$ cat src/rtl/mem_responder.sv
// LC-3 MAR/MDR memory responder: services one read or write per MEM_EN request after a
// fixed number of wait states, with 16'hFFFF decoded as switch/hex-display I/O.
module mem_responder #(
    parameter int WAIT_STATES = 2,
    parameter int DEPTH_LOG2  = 8
) (
    input  logic        Clk,
    input  logic        Reset_al,
    input  logic        MEM_EN,
    input  logic        MEM_WE,
    input  logic [15:0] MAR,
    input  logic [15:0] MDR,
    input  logic [15:0] Switches,
    output logic [15:0] MDR_In,
    output logic        MEM_R,
    output logic [15:0] HEX_Out,
    output logic        Busy
);

    localparam int DEPTH = 1 << DEPTH_LOG2;

    typedef enum logic [1:0] {
        ST_IDLE,
        ST_WAIT,
        ST_DONE,
        ST_HOLD
    } state_e;

    state_e          state_q, state_d;
    logic [3:0]      cnt_q, cnt_d;
    logic [15:0]     addr_q, addr_d;
    logic [15:0]     data_q, data_d;
    logic            we_q, we_d;
    logic [15:0]     hex_q, hex_d;
    logic            mem_r_q, mem_r_d;
    logic [15:0]     mdr_in_q;
    logic [15:0]     mem_array [DEPTH];

    logic [15:0]           req_addr;
    logic [15:0]           req_data;
    logic                  req_we;
    logic                  enter_done;
    logic                  is_io;
    logic                  arr_wr;
    logic                  rd_fire;
    logic [DEPTH_LOG2-1:0] idx;

    always_comb begin
        state_d = state_q;
        cnt_d   = cnt_q;
        addr_d  = addr_q;
        data_d  = data_q;
        we_d    = we_q;

        // With zero wait states the access completes on the accepting edge, so the
        // live inputs stand in for the not-yet-latched request.
        if (state_q == ST_IDLE) begin
            req_addr = MAR;
            req_data = MDR;
            req_we   = MEM_WE;
        end else begin
            req_addr = addr_q;
            req_data = data_q;
            req_we   = we_q;
        end

        case (state_q)
            ST_IDLE: begin
                if (MEM_EN) begin
                    addr_d  = MAR;
                    data_d  = MDR;
                    we_d    = MEM_WE;
                    cnt_d   = 4'(WAIT_STATES);
                    state_d = (WAIT_STATES == 0) ? ST_DONE : ST_WAIT;
                end
            end
            ST_WAIT: begin
                if (!MEM_EN) begin
                    state_d = ST_IDLE;
                    cnt_d   = 4'd0;
                end else if (cnt_q <= 4'd1) begin
                    state_d = ST_DONE;
                    cnt_d   = 4'd0;
                end else begin
                    cnt_d = cnt_q - 4'd1;
                end
            end
            ST_DONE: state_d = ST_HOLD;
            ST_HOLD: begin
                if (!MEM_EN) state_d = ST_IDLE;
            end
            default: state_d = ST_IDLE;
        endcase

        enter_done = (state_d == ST_DONE);
        is_io      = (req_addr == 16'hFFFF);
        idx        = req_addr[DEPTH_LOG2-1:0];
        arr_wr     = enter_done && req_we && !is_io;
        rd_fire    = enter_done && !req_we;
        mem_r_d    = enter_done;
        hex_d      = (enter_done && req_we && is_io) ? req_data : hex_q;
    end

    always_ff @(posedge Clk) begin
        if (!Reset_al) begin
            state_q <= ST_IDLE;
            cnt_q   <= 4'd0;
            addr_q  <= 16'd0;
            data_q  <= 16'd0;
            we_q    <= 1'b0;
            hex_q   <= 16'd0;
            mem_r_q <= 1'b0;
        end else begin
            state_q <= state_d;
            cnt_q   <= cnt_d;
            addr_q  <= addr_d;
            data_q  <= data_d;
            we_q    <= we_d;
            hex_q   <= hex_d;
            mem_r_q <= mem_r_d;
        end
    end

    // Array kept reset-free so it maps onto block RAM; reset only gates the write.
    always_ff @(posedge Clk) begin
        if (Reset_al && arr_wr) mem_array[idx] <= req_data;
    end

    always_ff @(posedge Clk) begin
        if (!Reset_al) begin
            mdr_in_q <= 16'd0;
        end else if (rd_fire) begin
            mdr_in_q <= is_io ? Switches : mem_array[idx];
        end
    end

    assign MDR_In  = mdr_in_q;
    assign MEM_R   = mem_r_q;
    assign HEX_Out = hex_q;
    assign Busy    = (state_q != ST_IDLE);

endmodule

$ cat config.mk
export PLATFORM = sky130hd
export DESIGN_NAME = mem_responder
export DESIGN_NICKNAME = d
export VERILOG_FILES = /design/src/rtl/mem_responder.sv
export SDC_FILE = /design/constraint.sdc
export NUM_CORES = 2
export LEC_CHECK = 0
export CORE_MARGIN = 2
export CORE_UTILIZATION = 56
export DETAILED_ROUTE_END_ITERATION = 10
export HOLD_SLACK_MARGIN = 0.03
export PLACE_DENSITY_LB_ADDON = 0.05
export SYNTH_ARGS = -nofsm -noshare
export SYNTH_HDL_FRONTEND = slang
export SYNTH_SLANG_ARGS = --single-unit
$ cat constraint.sdc
create_clock -name Clk -period 5.5 [get_ports Clk]
set_clock_uncertainty 0.1 [all_clocks]
set_input_delay 1.1 -clock Clk [delete_from_list [all_inputs] [get_ports Clk]]
set_output_delay 1.1 -clock Clk [all_outputs]
set_load 0.01 [all_outputs]
Word level (Yosys, flattened, before mapping)

Memory sizes are Yosys's and may differ from the RTL's.
Cells that the tools add are included.

Bits in registers: 72
Latch bits: 0
RAM bits: 4096
Memory bits (read-only): 0
Output and inout port bits: 34
Word-level logic and storage cells: 44
Memories: 1

Memories:

| name      | words | bits a word | rd ports | clocked after Yosys merged registers in | write ports | RTL line | source |
|---|---|---|---|---|---|---|---|
| mem_array | 256   | 16          | 1        | 0                                       | 1           | 37       | `logic [15:0] mem_array [DEPTH];` |

Add/sub/neg operators: 1
$mul: 0
Div/mod/pow operators: 0
Order comparisons: 1
Equality and inequality tests: 6
Shift operators: 0
Mux-type cells: 15
Bitwise logic cells: 0
Reduce and logical (&&, ||, !) cells: 12

Operator list:

| cell                                                                   | number |
|---|---|
| 16-bit 2-to-1 mux                                                      | 3 |
| 16-bit equality test (second input constant)                           | 1 |
| 4-bit 2-to-1 mux                                                       | 3 |
| 2-bit 2-to-1 mux                                                       | 4 |
| 2-bit one-hot mux with 4 select lines                                  | 1 |
| 4-bit one-hot mux with 2 select lines                                  | 1 |
| 2-bit equality test (second input constant)                            | 3 |
| 1-bit logical AND                                                      | 5 |
| 4-bit by 1-bit <= comparator with 1-bit output (second input constant) | 1 |
| 2-bit AND reduction                                                    | 2 |
| 2-bit nonzero test                                                     | 2 |
| 4-bit by 1-bit subtractor with 4-bit output (second input constant)    | 1 |
| 1-bit 2-to-1 mux                                                       | 3 |
| 2-bit by 1-bit equality test with 1-bit output (second input constant) | 1 |
| 1-bit zero test                                                        | 2 |
| 2-bit zero test                                                        | 1 |
| 2-bit != test (second input constant)                                  | 1 |

Depth between registers and ports, before layout

Word-level depth: 10
Mapped depth: 14

Least setup slack after synthesis

No wires, ideal clock.

Kind: register -> register
Start point: reg state_q[0]
End point: mem mem_array[0][0] (data pin)
Setup time: 0.822 ns
Arrival time: 4.621 ns
Slack: -0.043 ns
Stages on the path, launching flop included: 9
Period minus slack after synthesis: 5.543 ns
Path through: dfxtp_1 buf_6 nor2_4 buf_6 buf_2 buf_1 buf_1 nand2_1 nand2_1

Word-level cells in the longest chain between the ends: 2

Ends and longest elaborated chain:

| what                   | RTL line | source |
|---|---|---|
| start, declared        | 29       | `state_e state_q, state_d;` |
| start signal, assigned | 114      | `state_q <= state_d;` |
| 2-bit zero test        | 57       | `if (state_q == ST_IDLE) begin` |
| 16-bit 2-to-1 mux      | 57       |  |
| net req_data[0]        | 40       | `logic [15:0] req_data;` |
| end, declared          | 37       |  |

The timed path passes the listed nets, and every way through them passes these cells.

Final worst setup path

Start point: in MEM_EN
End point: mem mem_array[99][1] (enable)

Word-level cells in the longest chain between the ends: 8

Ends and longest elaborated chain:

| what                                     | RTL line   | source |
|---|---|---|
| start, declared                          | 9          | `input logic MEM_EN,` |
| 2-bit 2-to-1 mux (on tied branches)      | 90, 69, 78 |  |
| 2-bit one-hot mux with 4 select lines *  | 67         | `case (state_q)` |
| 2-bit equality test *                    | 95         | `enter_done = (state_d == ST_DONE);` |
| 1-bit logical AND * (2 in series)        | 98         | `arr_wr = enter_done && req_we && !is_io;` |
| 1-bit logical AND *                      | 126        | `if (Reset_al && arr_wr) mem_array[idx] <= req_data;` |
| 1-bit 2-to-1 mux *                       | 126        |  |
| 1-bit 2-to-1 mux (not written as such) * | 126        |  |

Every way passes the cells marked *; elsewhere a longest branch is shown, timed or not.

==> metrics <==
Hold Vio Cnt, Final=0; final cell count without fillers=approximately 14000; Worst path max stage delay=about 1.2 ns; Fmax achieved=around 180 MHz; Slew Viols, Final=1; RSZ-0062 raised after global routing=no; failing checks=max-capacitance violations, max-slew violations; Slew @ Worst Pin=1.49 ns; clk root buf=clkbuf_16; Mapped Area=~0.15 sq mm; Die Span Y=roughly 530 um; most used flip-flop cell after synthesis=edfxtp_1; gate count after technology mapping=8861; area grow syn2layout=15.5%; Routed Antenna Nets=0; Core Region=approximately 0.27 sq mm; sequential area share after synthesis=about four fifths; Worst-Skew Late Latency=approximately 0.95 ns; clock transition at the registers of the reported paths=0.06 ns; Fin Hold WS=0.356 ns; critical path fanouts, max=9; fraction of power consumed by sequential logic=approximately 50%; Initial Util=56.3%; Fill cells=around 19000; CP endpoint kind=flop; first-pass GRT wire length=approximately 660000 um; Buffers on Ports=85; setup bufs post-CTS=0; maximum clock insertion buffer count=4; DR iter-0 viols=around 14000; Arr. time, crit path=approximately 6 ns; DRC=0; Buf/Inv on CP=3; placer congestion estimate=0.927; r2r startpoint=state_q[0]$_SDFF_PN0_; internal power=53.0 mW; initial antenna violation count=21; CTS sink count=approximately 4200; placed wire-length estimate=~280000 um; Comb pwr share=a little over a tenth; Initial DRT Pass Iterations=8; PD cells=roughly 390 mW/mm^2; GRT Total Usage=roughly a third; worst path cell trace=clkdlybuf4s50_1 > nand2_1 > nor4_1 > nand3_1 > buf_4 > nor2_1 > nand2_1 > nor2_1 > buf_4; WL/cell=~34 um; most frequent cells in the layout=edfxtp_1, a22oi_1, a21oi_1; status=finished with violations; placed cell count=roughly 13000; Worst EP required=between 6 and 7 ns; die area=between 0.2 and 0.3 sq mm; num rows=192; Tmin final=approximately 5.4 ns; Die W=528 um; asr flop ratio synth=0%; number of global-route vias before repair=roughly 88000; static leakage=about 55 nW; layout cells sized above 1=between 10% and 20%; synthesized flop and latch total=around 4200; EDFF count, synth=4096; maximum VDD drop=between 0.2 and 0.3 mV; via count of the routed design=92100; critical path's slowest cell=nor4_1; Slew headroom=-0.121%; Syn. warnings=0; GRT Residual Overflow=0; drt via density=a little under 7; syn_area_per_cell=around 17 sq um; H-tree levels=5; Net Switching=between 15 and 20 mW; fin crit share=between 90% and 100%; CTS tree=built; Worst Setup SP=MEM_EN; Max-Cap Viols=1; critical path class=in2reg; Yosys cell types=43; syn_nets=approximately 8900; Min-Delay Path Class=reg2reg; total wire length=about 470000 um; commonest non-fill, non-tap cell in the layout=edfxtp_1; Final TNS setup=0 ns; clock share of power=roughly two fifths; IO Pins=between 80 and 90; total CTS buffers=between 400 and 500; CP delay by family, top=simple AND/OR/NAND/NOR gates; sw frac=about a quarter; hold_sp=data_q[6]$_SDFFE_PN0P_; type of origin of the critical path=input port; Setup Viol. Count Final=0; nets@finish=roughly 9600; largest net degree at the start of global routing=172; Hold Buf Count CTS=0
==> Yosys cell counts, drive strengths merged (20+ instances only) <==
library cell	count	share of area, %
edfxtp	4096	80
o41ai	256	1.5
a21oi	1080	3.5
dfxtp	72	0.94
clkbuf	245	0.60
buf	420	1.5
nand2	150	0.37
nor2	299	0.73
a41oi	48	0.27
nand4	20	0.081
a22oi	2048	10
==> state kept, by name (all words and copies together), names as in the netlist <==
signal,cells
mem_array,4096
HEX_Out,16
MDR_In,16
addr_q,16
data_q,16
cnt_q,4
state_q,2
MEM_R,1
we_q,1
==> kinds of logic after synthesis <==
logic type,after synthesis,synth area share (%)
AO/OA/AOI/OAI,3503,15.6
flip-flops,4168,80.9
AND/OR/NAND/NOR,512,1.36
adder cells (fa/ha/maj),2,0.0163
buffers and inverters,676,2.11
==> final timing paths <==
kind,endpoint,slack [ns],cells past startpoint
worst max-delay path,mem_array[99][1]$_DFFE_PP_,0.08,9
worst min-delay path,data_q[6]$_SDFFE_PN0P_,0.36,2
worst max register to register,MDR_In[3]$_SDFFE_PN0P_,0.08,14
worst min register to register,data_q[6]$_SDFFE_PN0P_,0.36,2
==> per-layer routing <==
metal | routed length, um | global-route usage (%) | up-vias
li1 | - | - | 38400
met1 | 183000 | 48.3 | 47300
met2 | 212000 | 49.7 | 5580
met3 | 47800 | 5.21 | 839
met4 | 22500 | 13.6 | 6
met5 | 40 | 0 | -
==> worst min-delay path, stage by stage, from the launching register on <==
cell     delay [ns]
dfxtp_1        0.31
nand2_1        0.05
a21oi_1        0.05
==> area by class of cell <==
type | instances | area (sq um) | area share, %
Antenna cell | 8 | 20.0 | 0.0113
Tap cell | 3589 | 4490 | 2.53
Inverter | 11 | 41.3 | 0.0232
Multi-Input combinational cell | 4018 | 26700 | 15.0
Clock buffer | 518 | 10900 | 6.15
Timing Repair Buffer | 979 | 9140 | 5.14
Sequential cell | 4168 | 124000 | 70.0
Clock inverter | 232 | 2000 | 1.13
==> metrics by stage <==
stage | total power [mW] | util, % | worst slack [ns] | area [sq um]
2_1_floorplan | 40.0 | - | 0.253 | 154000
3_3_place_gp | 43.4 | 60.2 | -0.980 | 165000
3_5_place_dp | 43.5 | 60.3 | -0.928 | 165000
4_1_cts | 70.3 | 65.0 | 0.0646 | 178000
5_1_grt | 71.9 | 65.0 | 0.150 | 178000
6_report | 70.2 | 65.0 | 0.0819 | 178000
==> what timing repair did <==
action / CTS / global route
pin swaps: 0 / 1
gates resized for setup: 5 / 0
endpoints found under the setup margin: 2 / 2
cloned: 0 / 1
==> power by group through the flow <==
stage,clock [mW],combinational (mW),sequential (mW)
finish,27.2,7.28,35.7
global placement,0,7.01,36.4
detailed placement,0,7.12,36.4
floorplan,0,3.39,36.6
global route,28.6,7.56,35.7
CTS,27.4,7.15,35.7
Power figures use the tool's default switching activity.
